--- src/rtl/qtree_run_ctrl.sv ---
// Run sequencer between the QTree AXI-stream loader and the dataflow kernel:
// gates heap writes, collects argument root pointers, launches tokens, captures the result.
module qtree_run_ctrl #(
  parameter int unsigned N_ARGS = 4,
  parameter int unsigned PTR_W  = 16,
  parameter int unsigned RES_W  = 32,
  parameter int unsigned TMO_W  = 20
) (
  input  logic                    clk,
  input  logic                    aresetn,
  input  logic                    start,
  input  logic                    err_clr,
  input  logic                    ld_tvalid,
  input  logic                    ld_tlast,
  output logic                    ld_tready,
  input  logic                    heap_wr_ready,
  output logic                    heap_wr_valid,
  input  logic                    wptr_valid,
  input  logic [PTR_W-1:0]        wptr_data,
  output logic                    go_valid,
  input  logic                    go_ready,
  output logic [N_ARGS-1:0]       arg_valid,
  input  logic [N_ARGS-1:0]       arg_ready,
  output logic [N_ARGS*PTR_W-1:0] arg_data,
  input  logic                    res_valid,
  input  logic [RES_W-1:0]        res_data,
  output logic                    res_ready,
  output logic [RES_W-1:0]        result_data,
  output logic                    result_valid,
  output logic                    busy,
  output logic                    error,
  output logic [15:0]             run_count
);

  localparam int unsigned IDX_W = (N_ARGS > 1) ? $clog2(N_ARGS) : 1;
  localparam logic [IDX_W-1:0] IdxLast = IDX_W'(N_ARGS - 1);
  localparam logic [TMO_W-1:0] TmoLast = {TMO_W{1'b1}} - 1'b1;

  localparam logic [2:0] StIdle   = 3'd0;
  localparam logic [2:0] StLoad   = 3'd1;
  localparam logic [2:0] StLaunch = 3'd2;
  localparam logic [2:0] StWait   = 3'd3;
  localparam logic [2:0] StDone   = 3'd4;
  localparam logic [2:0] StErr    = 3'd5;

  logic [2:0]              state_q, state_d;
  logic [IDX_W-1:0]        idx_q, idx_d;
  logic                    wait_ptr_q, wait_ptr_d;
  logic                    last_pend_q, last_pend_d;
  logic [N_ARGS*PTR_W-1:0] arg_data_q, arg_data_d;
  logic                    go_valid_q, go_valid_d;
  logic                    go_done_q, go_done_d;
  logic [N_ARGS-1:0]       arg_valid_q, arg_valid_d;
  logic [N_ARGS-1:0]       arg_done_q, arg_done_d;
  logic                    res_ready_q, res_ready_d;
  logic [RES_W-1:0]        result_data_q, result_data_d;
  logic                    result_valid_q, result_valid_d;
  logic [15:0]             run_count_q, run_count_d;
  logic [TMO_W-1:0]        wdog_q, wdog_d;

  logic in_load, beat_acc, ptr_ret, wdog_run, wdog_tmo;

  // Ready uses the registered wait_ptr, so a beat can never overlap a pointer return.
  assign in_load       = (state_q == StLoad);
  assign ld_tready     = in_load & heap_wr_ready & ~wait_ptr_q;
  assign heap_wr_valid = in_load & ld_tvalid & ~wait_ptr_q;
  assign beat_acc      = ld_tvalid & ld_tready;
  assign ptr_ret       = in_load & wait_ptr_q & wptr_valid;
  assign wdog_run      = (in_load & wait_ptr_q) | (state_q == StLaunch) | (state_q == StWait);
  assign wdog_tmo      = wdog_run & (wdog_q == TmoLast);

  always_comb begin
    state_d        = state_q;
    idx_d          = idx_q;
    wait_ptr_d     = wait_ptr_q;
    last_pend_d    = last_pend_q;
    arg_data_d     = arg_data_q;
    go_valid_d     = go_valid_q;
    go_done_d      = go_done_q;
    arg_valid_d    = arg_valid_q;
    arg_done_d     = arg_done_q;
    res_ready_d    = res_ready_q;
    result_data_d  = result_data_q;
    result_valid_d = result_valid_q;
    run_count_d    = run_count_q;
    wdog_d         = wdog_run ? wdog_q + 1'b1 : wdog_q;
    if (ptr_ret) wdog_d = '0;

    case (state_q)
      StIdle, StDone: begin
        if (start) begin
          state_d        = StLoad;
          idx_d          = '0;
          wait_ptr_d     = 1'b0;
          go_done_d      = 1'b0;
          arg_done_d     = '0;
          result_valid_d = 1'b0;
        end
      end
      StLoad: begin
        if (beat_acc) begin
          wait_ptr_d  = 1'b1;
          last_pend_d = ld_tlast;
        end
        if (ptr_ret) begin
          wait_ptr_d = 1'b0;
          if (last_pend_q) begin
            arg_data_d[idx_q*PTR_W +: PTR_W] = wptr_data;
            idx_d = idx_q + 1'b1;
            if (idx_q == IdxLast) begin
              state_d     = StLaunch;
              go_valid_d  = 1'b1;
              arg_valid_d = '1;
            end
          end
        end else if (wdog_tmo) begin
          state_d    = StErr;
          wait_ptr_d = 1'b0;
        end
      end
      StLaunch: begin
        if (go_valid_q & go_ready) begin
          go_valid_d = 1'b0;
          go_done_d  = 1'b1;
        end
        for (int unsigned i = 0; i < N_ARGS; i++) begin
          if (arg_valid_q[i] & arg_ready[i]) begin
            arg_valid_d[i] = 1'b0;
            arg_done_d[i]  = 1'b1;
          end
        end
        if (go_done_d & (&arg_done_d)) begin
          state_d     = StWait;
          res_ready_d = 1'b1;
        end else if (wdog_tmo) begin
          state_d     = StErr;
          go_valid_d  = 1'b0;
          arg_valid_d = '0;
        end
      end
      StWait: begin
        if (res_valid) begin
          state_d        = StDone;
          result_data_d  = res_data;
          result_valid_d = 1'b1;
          res_ready_d    = 1'b0;
          run_count_d    = run_count_q + 16'd1;
        end else if (wdog_tmo) begin
          state_d     = StErr;
          res_ready_d = 1'b0;
        end
      end
      StErr: begin
        if (err_clr) begin
          state_d        = StIdle;
          result_valid_d = 1'b0;
        end
      end
      default: state_d = StIdle;
    endcase

    if (state_d != state_q) wdog_d = '0;
  end

  always_ff @(posedge clk) begin
    if (!aresetn) begin
      state_q        <= StIdle;
      idx_q          <= '0;
      wait_ptr_q     <= 1'b0;
      last_pend_q    <= 1'b0;
      arg_data_q     <= '0;
      go_valid_q     <= 1'b0;
      go_done_q      <= 1'b0;
      arg_valid_q    <= '0;
      arg_done_q     <= '0;
      res_ready_q    <= 1'b0;
      result_data_q  <= '0;
      result_valid_q <= 1'b0;
      run_count_q    <= '0;
      wdog_q         <= '0;
    end else begin
      state_q        <= state_d;
      idx_q          <= idx_d;
      wait_ptr_q     <= wait_ptr_d;
      last_pend_q    <= last_pend_d;
      arg_data_q     <= arg_data_d;
      go_valid_q     <= go_valid_d;
      go_done_q      <= go_done_d;
      arg_valid_q    <= arg_valid_d;
      arg_done_q     <= arg_done_d;
      res_ready_q    <= res_ready_d;
      result_data_q  <= result_data_d;
      result_valid_q <= result_valid_d;
      run_count_q    <= run_count_d;
      wdog_q         <= wdog_d;
    end
  end

  assign go_valid     = go_valid_q;
  assign arg_valid    = arg_valid_q;
  assign arg_data     = arg_data_q;
  assign res_ready    = res_ready_q;
  assign result_data  = result_data_q;
  assign result_valid = result_valid_q;
  assign run_count    = run_count_q;
  assign busy         = (state_q == StLoad) | (state_q == StLaunch) | (state_q == StWait);
  assign error        = (state_q == StErr);

endmodule

--- config.mk ---
export PLATFORM = sky130hd
export DESIGN_NAME = qtree_run_ctrl
export DESIGN_NICKNAME = d
export VERILOG_FILES = /design/src/rtl/qtree_run_ctrl.sv
export SDC_FILE = /design/constraint.sdc
export NUM_CORES = 1
export LEC_CHECK = 0
export ABC_AREA = 1
export BUFFER_PORTS_ARGS = -buffer_cell sky130_fd_sc_hd__buf_2
export CORE_MARGIN = 5
export CORE_UTILIZATION = 35
export CTS_CLUSTER_SIZE = 30
export DETAILED_ROUTE_END_ITERATION = 16
export GPL_ROUTABILITY_DRIVEN = 0
export SYNTH_ARGS = -nofsm -noshare
export SYNTH_HDL_FRONTEND = slang
export SYNTH_SLANG_ARGS = --single-unit
--- constraint.sdc ---
create_clock -name clk -period 3 [get_ports clk]
set_input_delay 0.3 -clock clk [delete_from_list [all_inputs] [get_ports clk]]
set_output_delay 0.3 -clock clk [all_outputs]
set_load 0.03 [all_outputs]
Word level (Yosys, flattened, before mapping). Cells that the tools add are included. Widths: inputs -> output; s select.

Input bits: 62. Output and inout port bits: 123. Bits in registers: 151.

Shifts and indexed selects: 2. Muxes and demuxes: 56. Reduce and logical (&&, ||, !) cells: 18. Equal/unequal tests: 17. Bitwise logic cells: 20. Add/sub/neg operators: 4.

Operators with widths (count): $bwmux 64 (1); $shift 16x34->64 const A (1); $shiftx 16x34->64 (1); $neg 6->34 (1); $mux 1 (29); $mux 3 (8); $mux 4 (6); $add 20x1->20 const B (1); $eq 20x20->1 const B (1); $add 16x1->16 const B (1); $pmux 4 s2 (2); $reduce_and 4->1 (4); $pmux 3 s5 (1); $and 1x1->1 (14); $ne 2x2->1 const B (5); $reduce_and 3->1 (3); $pmux 1 s2 (4); $reduce_bool 2->1 (4); $eq 3x2->1 const B (2); $eq 3x3->1 const B (2); $mux 2 (3); $reduce_and 2->1 (3); $ne 2x1->1 const B (2); $ne 4x1->1 const B (1); other kinds (13) (17).

Logic depth before layout (Yosys ltp). Gate-level depths: netlist of run 1.

Depth in word-level cells: 10. Gate-level depth with buffers: 16. Mapped depth without buffers: 15.

Least setup slack after synthesis of run 1. Ideal clock, no wire load.

Path type: reg2reg. Start: register idx_q[0]. End: register arg_data_q[33] (netlist: arg_data[33]). Slack: 0.856 ns. Stages on the path, launching flop included: 9. Arrival time: 2.073 ns. Setup time: 0.070 ns. Data required time: 2.930 ns. Period minus slack after synthesis: 2.144 ns. Cell sequence: dfxtp_1 clkbuf_1 inv_1 ha_1 clkbuf_1 nand2_1 clkbuf_1 or3_1 a21oi_1.

Word-level cells in the longest chain between the ends: 3. Elaborated cells between the ends (all ways): 4.

RTL lines: start, declared (RTL line 47) `logic [IDX_W-1:0] idx_q, idx_d;`; start signal, assigned (RTL line 183) `idx_q <= idx_d;`; $neg 6->34 (*) (RTL line 108) `arg_data_d[idx_q*PTR_W +: PTR_W] = wptr_data;`; $shiftx 16x34->64 or $shift 16x34->64 (tied branches) (RTL line 108); $bwmux 64 (*) (RTL line 108); end signal, assigned (RTL line 186) `arg_data_q <= arg_data_d;`; end, declared (RTL line 50) `logic [N_ARGS*PTR_W-1:0] arg_data_q, arg_data_d;`.

Every way passes the cells marked *; elsewhere a longest branch is shown, timed or not. A chain may end at the register's enable or synchronous reset.

Worst setup path in the final report of run 1.
Start: register state_q[0]. End: register wdog_q[0].

Word-level cells in the longest chain between the ends: 10. Elaborated cells between the ends (all ways): 23.

RTL lines: start, declared (RTL line 46) `logic [2:0] state_q, state_d;`; start signal, assigned (RTL line 167) `state_q <= StIdle;`; start signal, assigned (RTL line 182) `state_q <= state_d;`; $eq 3x1->1 (RTL line 64, 89); $and 1x1->1 (RTL line 68, 69); $or 1x1->1 (2 in series) (RTL line 69) `assign wdog_run = (in_load & wait_ptr_q) | (state_q == StLaunch) | (state_q == StWait);`; $and 1x1->1 (RTL line 70) `assign wdog_tmo = wdog_run & (wdog_q == TmoLast);`; $mux 3 (RTL line 116, 135, 148); $mux 3 (on tied branches) (RTL line 142, 105, 132); $pmux 3 s5 (RTL line 89) `case (state_q)`; $ne 3x3->1 (RTL line 162) `if (state_d != state_q) wdog_d = '0;`; $reduce_or 3->1 (no source line); end signal, assigned (RTL line 195) `wdog_q <= wdog_d;`; end, declared (RTL line 59) `logic [TMO_W-1:0] wdog_q, wdog_d;`.

Parallel ways exist; a longest one is shown, timed or not.

==> results of run 1 <==
[layer usage]
metal / wire [microns] / track usage, % / up-vias
met5: 0 / 0 / -
met3: 920 / 3.98 / 19
met1: 8460 / 21.9 / 2856
li1: - / - / 3223
met2: 8920 / 28.2 / 152
met4: 289 / 5.74 / 0
[worst paths after layout]
kind	startpoint	end	slack, ps	cells past startpoint
min reg2reg	arg_data[34]	arg_data[34]	460	2
max	state_q[0]	wdog_q[0]	810	14
min	res_data[6]	result_data[6]	110	3
max reg2reg	state_q[0]	wdog_q[0]	810	14
[power by group through the flow]
| stage | registers, mW | logic [mW] | clock network [mW] |
|---|---|---|---|
| floorplan | 2.07 | 0.225 | 0 |
| detailed placement | 2.06 | 0.358 | 0 |
| global placement | 2.06 | 0.361 | 0 |
| finish | 2.02 | 0.360 | 2.13 |
| global route | 2.02 | 0.396 | 2.27 |
| CTS | 2.02 | 0.360 | 2.18 |
[cells by family after synthesis]
| logic type | synth area share, % |
|---|---|
| AND/OR/NAND/NOR | 30.6 |
| AO/OA/AOI/OAI | 12.5 |
| flip-flops | 46.1 |
| buffers and inverters | 6.68 |
| XOR/XNOR | 2.41 |
| adder cells (fa/ha/maj) | 1.72 |
[stage by stage]
step           utilization, %  power [mW]
6_report                 44.3        4.51
3_5_place_dp             41.1        2.42
2_1_floorplan               -        2.29
4_1_cts                  44.3        4.56
3_3_place_gp             41.1        2.42
5_1_grt                  44.3        4.68
[sequential cells by signal, indices dropped and copies added, names as in the netlist]
name	count
arg_valid	4
go_valid	1
wdog_q	20
run_count	16
idx_q	2
state_q	3
last_pend_q	1
res_ready	1
arg_data	64
go_done_q	1
arg_done_q	4
result_valid	1
wait_ptr_q	1
result_data	32
[critical path, delay by kind of cell (launching register included)]
family | cells | cell delay (ps)
buf+inv | 2 | 320
flops | 1 | 390
simple gates | 12 | 1360
[cell type report]
class	instances	area, sq um	share of cell area [%]
Inverter	57	220	2.68
Sequential cell	151	3020	36.8
Tap cell	234	293	3.56
Clock inverter	13	148	1.79
Timing Repair Buffer	194	1010	12.3
Multi-Input combinational cell	624	3090	37.6
Clock buffer	19	443	5.38
[cell usage after synthesis (9+ instances only)]
library cell,number
o21ai_0,16
nand2_1,232
nor3_1,15
dfxtp_1,151
nor2_1,62
inv_1,51
ha_1,9
or3_1,43
nand4_1,21
a21oi_1,134
nand3_1,41
clkbuf_1,30
xor2_1,11
==> summary.md, run 1 <==
| Metric | Value |
|---|---|
| Cell taking the most area after synthesis | `dfxtp_1` |
| Drt pass-1 iters | `5` |
| Die Area | `21,600 sq um` |
| # setup viols final | `0` |
| Largest net degree at the start of global routing | `91` |
| Crit-path cells | `inv_2 > nor2_4 > nand3_1 > nand2_1 > nand3_1 > nand2_1 > nand2_1 > nand2_1 > nand2_1 > nand2_1 > nor2_1 > nand2_1 > buf_4 > nor2_1` |
| Setup Skew | `20.9 ps` |
| Pins Over Slew Limit | `0` |
| Clk slew on worst S/H paths | `60 ps` |
| Placed wire-length estimate | `approximately 13 mm` |
| Worst hold slack | `114 ps` |
| Initial detailed-routing violation count | `349` |
| Root buffer cell | `clkbuf_16` |
| Setup WS post-layout | `813 ps` |
| CTS Hold Bufs | `0` |
| Crit path DAT | `2490 ps` |
| Synth Cell Area | `between 6000 and 7000 sq um` |
| Site Rows | `50` |
| PwrDens | `548 nW/um^2` |
| Post-CTS Resized | `0` |
| Combinational share of power | `8.0%` |
| Share of post-route cells with drive strength above 1 | `23.2%` |
| Most common cell after layout, fill and taps aside | `nand2_1` |
| CTS tree | `done` |
| First-pass GRT wire length | `between 30 and 40 mm` |
| Post-Synthesis Net Count | `949` |
| HP Class | `in2reg` |
| WS Path Type | `reg2reg` |
| Slowest CP cell | `dfxtp_1` |
| Seq pwr share | `~45%` |
| Initial antenna violation count | `0` |
| Synth warnings | `0` |
| Drt drc | `0` |
| Clock sinks | `151` |
| Sequential fraction of the synthesis area | `46.1%` |
| Final Hold Vio Count | `0` |
| # port buffers | `184` |
| Top cells by area, synth | `dfxtp_1 (46%), nand2_1 (13%), a21oi_1 (10%)` |
| Period utilization | `72.9%` |
| H-tree Lvls | `4` |
| Crit path time final | `roughly 2200 ps` |
| Ant diodes | `0` |
| Number of global-route vias before repair | `~5,900` |
| Clk buf depth | `2` |
| Post-CTS setup buffer count | `0` |
| CP Launch Type | `register` |
| Max cap viols | `0` |
| RSZ-0062 raised after global routing | `false` |
| Most used DFF post-synth | `dfxtp_1` |
| Chip height | `147 microns` |
| Cell repeated most along the worst path | `nand2_1` |
| Async SR Flop Fraction | `0%` |
| Inst Count DP | `1,260` |
| Area after DPL | `7630 sq um` |
| Setup TNS Final | `0 ps` |
| IO Pins | `between 150 and 200` |
| Core area | `18,600 sq um` |
| Pleak | `around 3.4 nW` |
| Gr ovfl total | `0` |
| Fillers | `1,938` |
| Clk_lat worst skew | `430 ps` |
| Status | `completed` |
| Synth-to-layout area growth | `25.6%` |
| Final instance area | `8230 sq um` |
| Sw Ratio | `25.4%` |
| Clock share of power | `between 40% and 50%` |
| Post-synth top area share | `between 40% and 50%` |
| Pint | `between 3 and 4 mW` |
| Most frequent cells in the layout | `nand2_1 (232), buf_2 (184), dfxtp_1 (151), a21oi_1 (134), nor2_1 (62)` |
| IR drop worst, VDD | `0.371 mV` |
| DR vias | `6,250` |
| Tot GR Track Use | `17.0%` |
| Vias/cell | `4.84` |
| #FFs+latches synth | `151` |
| Max Fanout on Critical Path | `20` |
| Fmax | `0.457 GHz` |
| WL per Instance | `14.4 microns` |
| Fin nets | `1,116` |
| Cell variety after synth | `34` |
| Initial core utilization | `35.3%` |
| Die X | `147 microns` |
| Post-synth EDFFs | `0` |
| Routed Antenna Nets | `0` |
| Total CTS buffers | `17` |
| Synth Area per Inst | `7.46 sq um` |
| Final std cells w/o fill | `1,292` |
| Crit path capture type | `register` |
| Slowest stage delay, CP | `390 ps` |
| Final wirelength | `18.6 mm` |
| Worst-margin pin slew | `635 ps` |
| Place WS | `793 ps` |
| Post-Synthesis Cells | `878` |
| Critical path required time | `3300 ps` |
| Sw Pwr | `1.14 mW` |
| Worst slew margin | `57.2%` |
(Power assumes the default switching activity.)
==> run 2, diff against run 1 <==
- ABC_AREA: 1 -> 0
- clock period: 3 -> 2.1 ns (I/O delays scaled with it)
==> run 2 against run 1 <==
- count of clock-buffer cells in the layout decreased by 1
- critical path depth fell by 8
- flip-flop and latch count unchanged
- critical endpoint is now wdog_q[18]
- largest power group unchanged
- utilization rose by 1.4 points
- cell area is 3.2% higher
==> summary.md, run 2 <==
| Metric | Value |
|---|---|
| Critical path required time | `2400 ps (-900 ps)` |
| Place WS | `39.9 ps (-753 ps)` |
| IO Pins | `185 (unchanged)` |
| Clk_lat worst skew | `430 ps (about the same)` |
| Initial core utilization | `35.3% (+0.074 points)` |
| Chip height | `147 microns (about the same)` |
| Fin nets | `1,007 (-9.8%)` |
| Root buffer cell | `clkbuf_16` |
| Crit path capture type | `register` |
| Seq pwr share | `46.7% (+1.9 points)` |
| CP bufs+invs | `1 (-1)` |
| Period utilization | `94.1% (+21 points)` |
| DR vias | `5,888 (-5.8%)` |
| Final Hold Vio Count | `0 (unchanged)` |
| Reg area | `3020 sq um (about the same)` |
| PwrDens | `724 nW/um^2 (+32%)` |
| Crit-path cells | `and4_2 > nand4_1 > or3_4 > o211ai_4 > buf_6 > a211oi_1` |
| Most frequent cells in the layout | `buf_2 (183), nand2_1 (156), dfxtp_1 (150), a21boi_0 (89), nand3_1 (82)` |
| WS Path Type | `reg2reg` |
| Fmax | `0.506 GHz (+11%)` |
| First-pass GRT wire length | `29.9 mm (-0.57%)` |
| Max cap viols | `0 (unchanged)` |
| Clk slew on worst S/H paths | `60 ps (about the same)` |
| Max Fanout on Critical Path | `11 (-45%)` |
| Combinational share of power | `4.8% (-3.2 points)` |
| Synth-to-layout area growth | `29.3%` |
| # port buffers | `184 (unchanged)` |
| Setup TNS Final | `0 ps (unchanged)` |
| Tot GR Track Use | `16.9% (-0.084 points)` |
| Synth cell count leaders | `nand2_1 (156), dfxtp_1 (151), a21boi_0 (89)` |
| HP Class | `in2reg` |
| Worst slew margin | `67.8% (+11 points)` |
| Sequential fraction of the synthesis area | `46.0% (-0.097 points)` |
| Placed wire-length estimate | `13.1 mm (-2.7%)` |
| Most common cell in the synthesized netlist | `nand2_1` |
| H-tree Lvls | `4 (unchanged)` |
| Setup WS post-layout | `124 ps (-688 ps)` |
| Drt drc | `0 (unchanged)` |
| Setup Skew | `8.87 ps (-12.1 ps)` |
| Initial detailed-routing violation count | `337 (-3.4%)` |
| Worst-margin pin slew | `479 ps (-156 ps)` |
| Largest net degree at the start of global routing | `117 (+29%)` |
| Clk buf depth | `2 (unchanged)` |
| Async SR Flop Fraction | `0% (unchanged)` |
| Clock share of power | `48.5% (+1.3 points)` |
| CTS tree | `done` |
| Share of post-route cells with drive strength above 1 | `29.6% (+6.5 points)` |
| Synth Cell Area | `6570 sq um (+0.21%)` |
| Clock sinks | `151 (unchanged)` |
| Status | `completed` |
| Multi-input gate area | `3340 sq um (+8.0%)` |
| Total chip power | `6.14 mW (+36%)` |
| Crit path DAT | `2270 ps (-220 ps)` |
| Pint | `4.69 mW (+39%)` |
| Crit path time final | `1980 ps (-212 ps)` |
| # setup viols final | `0 (unchanged)` |
| Cell variety after synth | `54 (+59%)` |
| CP Launch Type | `register` |
| Synth warnings | `0 (unchanged)` |
| Delay-heaviest family, CP | `simple AND/OR/NAND/NOR gates` |
| IR drop worst, VDD | `0.556 mV (+50%)` |
| Total CTS buffers | `17 (unchanged)` |
| #FFs+latches synth | `151 (unchanged)` |
| Final wirelength | `18.5 mm (-0.58%)` |
| Pleak | `3.43 nW (+0.82%)` |
| Fillers | `1,879 (-3.0%)` |
| Post-synth EDFFs | `0 (unchanged)` |
| Die X | `147 microns (about the same)` |
| Slowest CP cell | `or3_4` |
| Most common cell after layout, fill and taps aside | `buf_2` |
| Post-synth top area share | `46.0% (-0.097 points)` |
| Synth Area per Inst | `8.75 sq um (+17%)` |
| Sw Pwr | `1.46 mW (+28%)` |
| Cell taking the most area after synthesis | `dfxtp_1` |
| Vias/cell | `4.97 (+2.8%)` |
| Site Rows | `50 (unchanged)` |
| Number of global-route vias before repair | `5,601 (-5.3%)` |
| Die Area | `21,600 sq um (+0.19%)` |
| WL per Instance | `15.6 microns (+8.5%)` |
| Post-Synthesis Cells | `750 (-15%)` |
| Drt pass-1 iters | `4 (-1)` |
| Max reg flops | `64 (unchanged)` |
| Top cells by area, synth | `dfxtp_1 (46%), a21boi_0 (10%), nand2_1 (8.9%)` |
| Most used DFF post-synth | `dfxtp_1` |
| Post-Synthesis Net Count | `821 (-13%)` |
| Slowest stage delay, CP | `470 ps (+80 ps)` |
| Core area | `18,600 sq um (unchanged)` |
| Gr ovfl total | `0 (unchanged)` |
| Initial antenna violation count | `0 (unchanged)` |
| Routed Antenna Nets | `0 (unchanged)` |
| Sw Ratio | `23.7% (-1.6 points)` |
| Pins Over Slew Limit | `0 (unchanged)` |
| RSZ-0062 raised after global routing | `false` |
-- run 2: cell count changes in the layout (fill, tap and decap cells not counted), sizes merged, moves of 25 or more --
cell and delta:
nand2 -80, a21boi +100, or3 -41, inv -45
nand3 +39, a21oi -122, buf +25, nor2 -59
-- run 2: path summary, 6_finish.rpt --
kind | start | end | slack, ps | cells after the start
worst min-delay path | res_data[20] | result_data[20] | 30 | 3
worst max-delay path | wdog_q[4] | wdog_q[18] | 120 | 6
worst max register to register | wdog_q[4] | wdog_q[18] | 120 | 6
worst min register to register | arg_data[36] | arg_data[36] | 440 | 2
-- run 2: worst reg2reg max path, delay by kind of cell, from the launching register on --
family / cells / cell delay, ps
AO/OA/AOI/OAI: 2 / 300
AND/OR/NAND/NOR: 3 / 1000
buffers and inverters: 1 / 170
flip-flops: 1 / 400
-- run 2: metal layers --
metal  track usage [%]  routed length [microns]
met2              26.9                     8690
met3              4.69                     1120
met4              4.66                      272
met5                 0                        0
met1              22.7                     8390
-- run 2: final cells by class --
class                   count  area share, %
clock inverters            14           1.64
inverters                   6          0.265
flip-flops and latches    151           35.6
repair buffers            219           14.5
well taps                 234           3.45
clock buffers              18           5.17
diodes                      1         0.0295
multi-input cells         541           39.3
-- run 2: power by group through the flow --
stage	sequential, mW	combinational [mW]	clock, mW
floorplan	2.93	0.149	0
global placement	2.93	0.290	0
detailed placement	2.93	0.288	0
CTS	2.87	0.290	3.07
global route	2.87	0.323	3.20
finish	2.87	0.297	2.98
-- run 2: cell families after synthesis --
logic type               Yosys count  share of synthesized area (%)
flip-flops                       151                           46.0
AO/OA/AOI/OAI                    167                           19.0
XOR/XNOR                          34                           4.54
multiplexers                       2                          0.324
buffers and inverters             58                           4.00
adder cells (fa/ha/maj)            9                           1.72
AND/OR/NAND/NOR                  329                           24.4
-- run 2: stage by stage --
step                      hold WS (ps)  utilization (%)  cells  cell area (sq um)
after floorplan                    355                -    750               6570
after global placement             436             42.3   1150               7870
after detailed placement           441             42.3   1150               7870
after CTS                         11.8             45.4   1182               8440
after global routing              21.7             45.7   1183               8490
final                             29.9             45.7   1184               8490
-- run 2: what timing repair did --
item                                    CTS  global route
buffers inserted                          0             1
endpoints found under the setup margin    0            21
gates resized for setup                   0             9
hold endpoints to repair                  0             0
hold buffers                              0             0
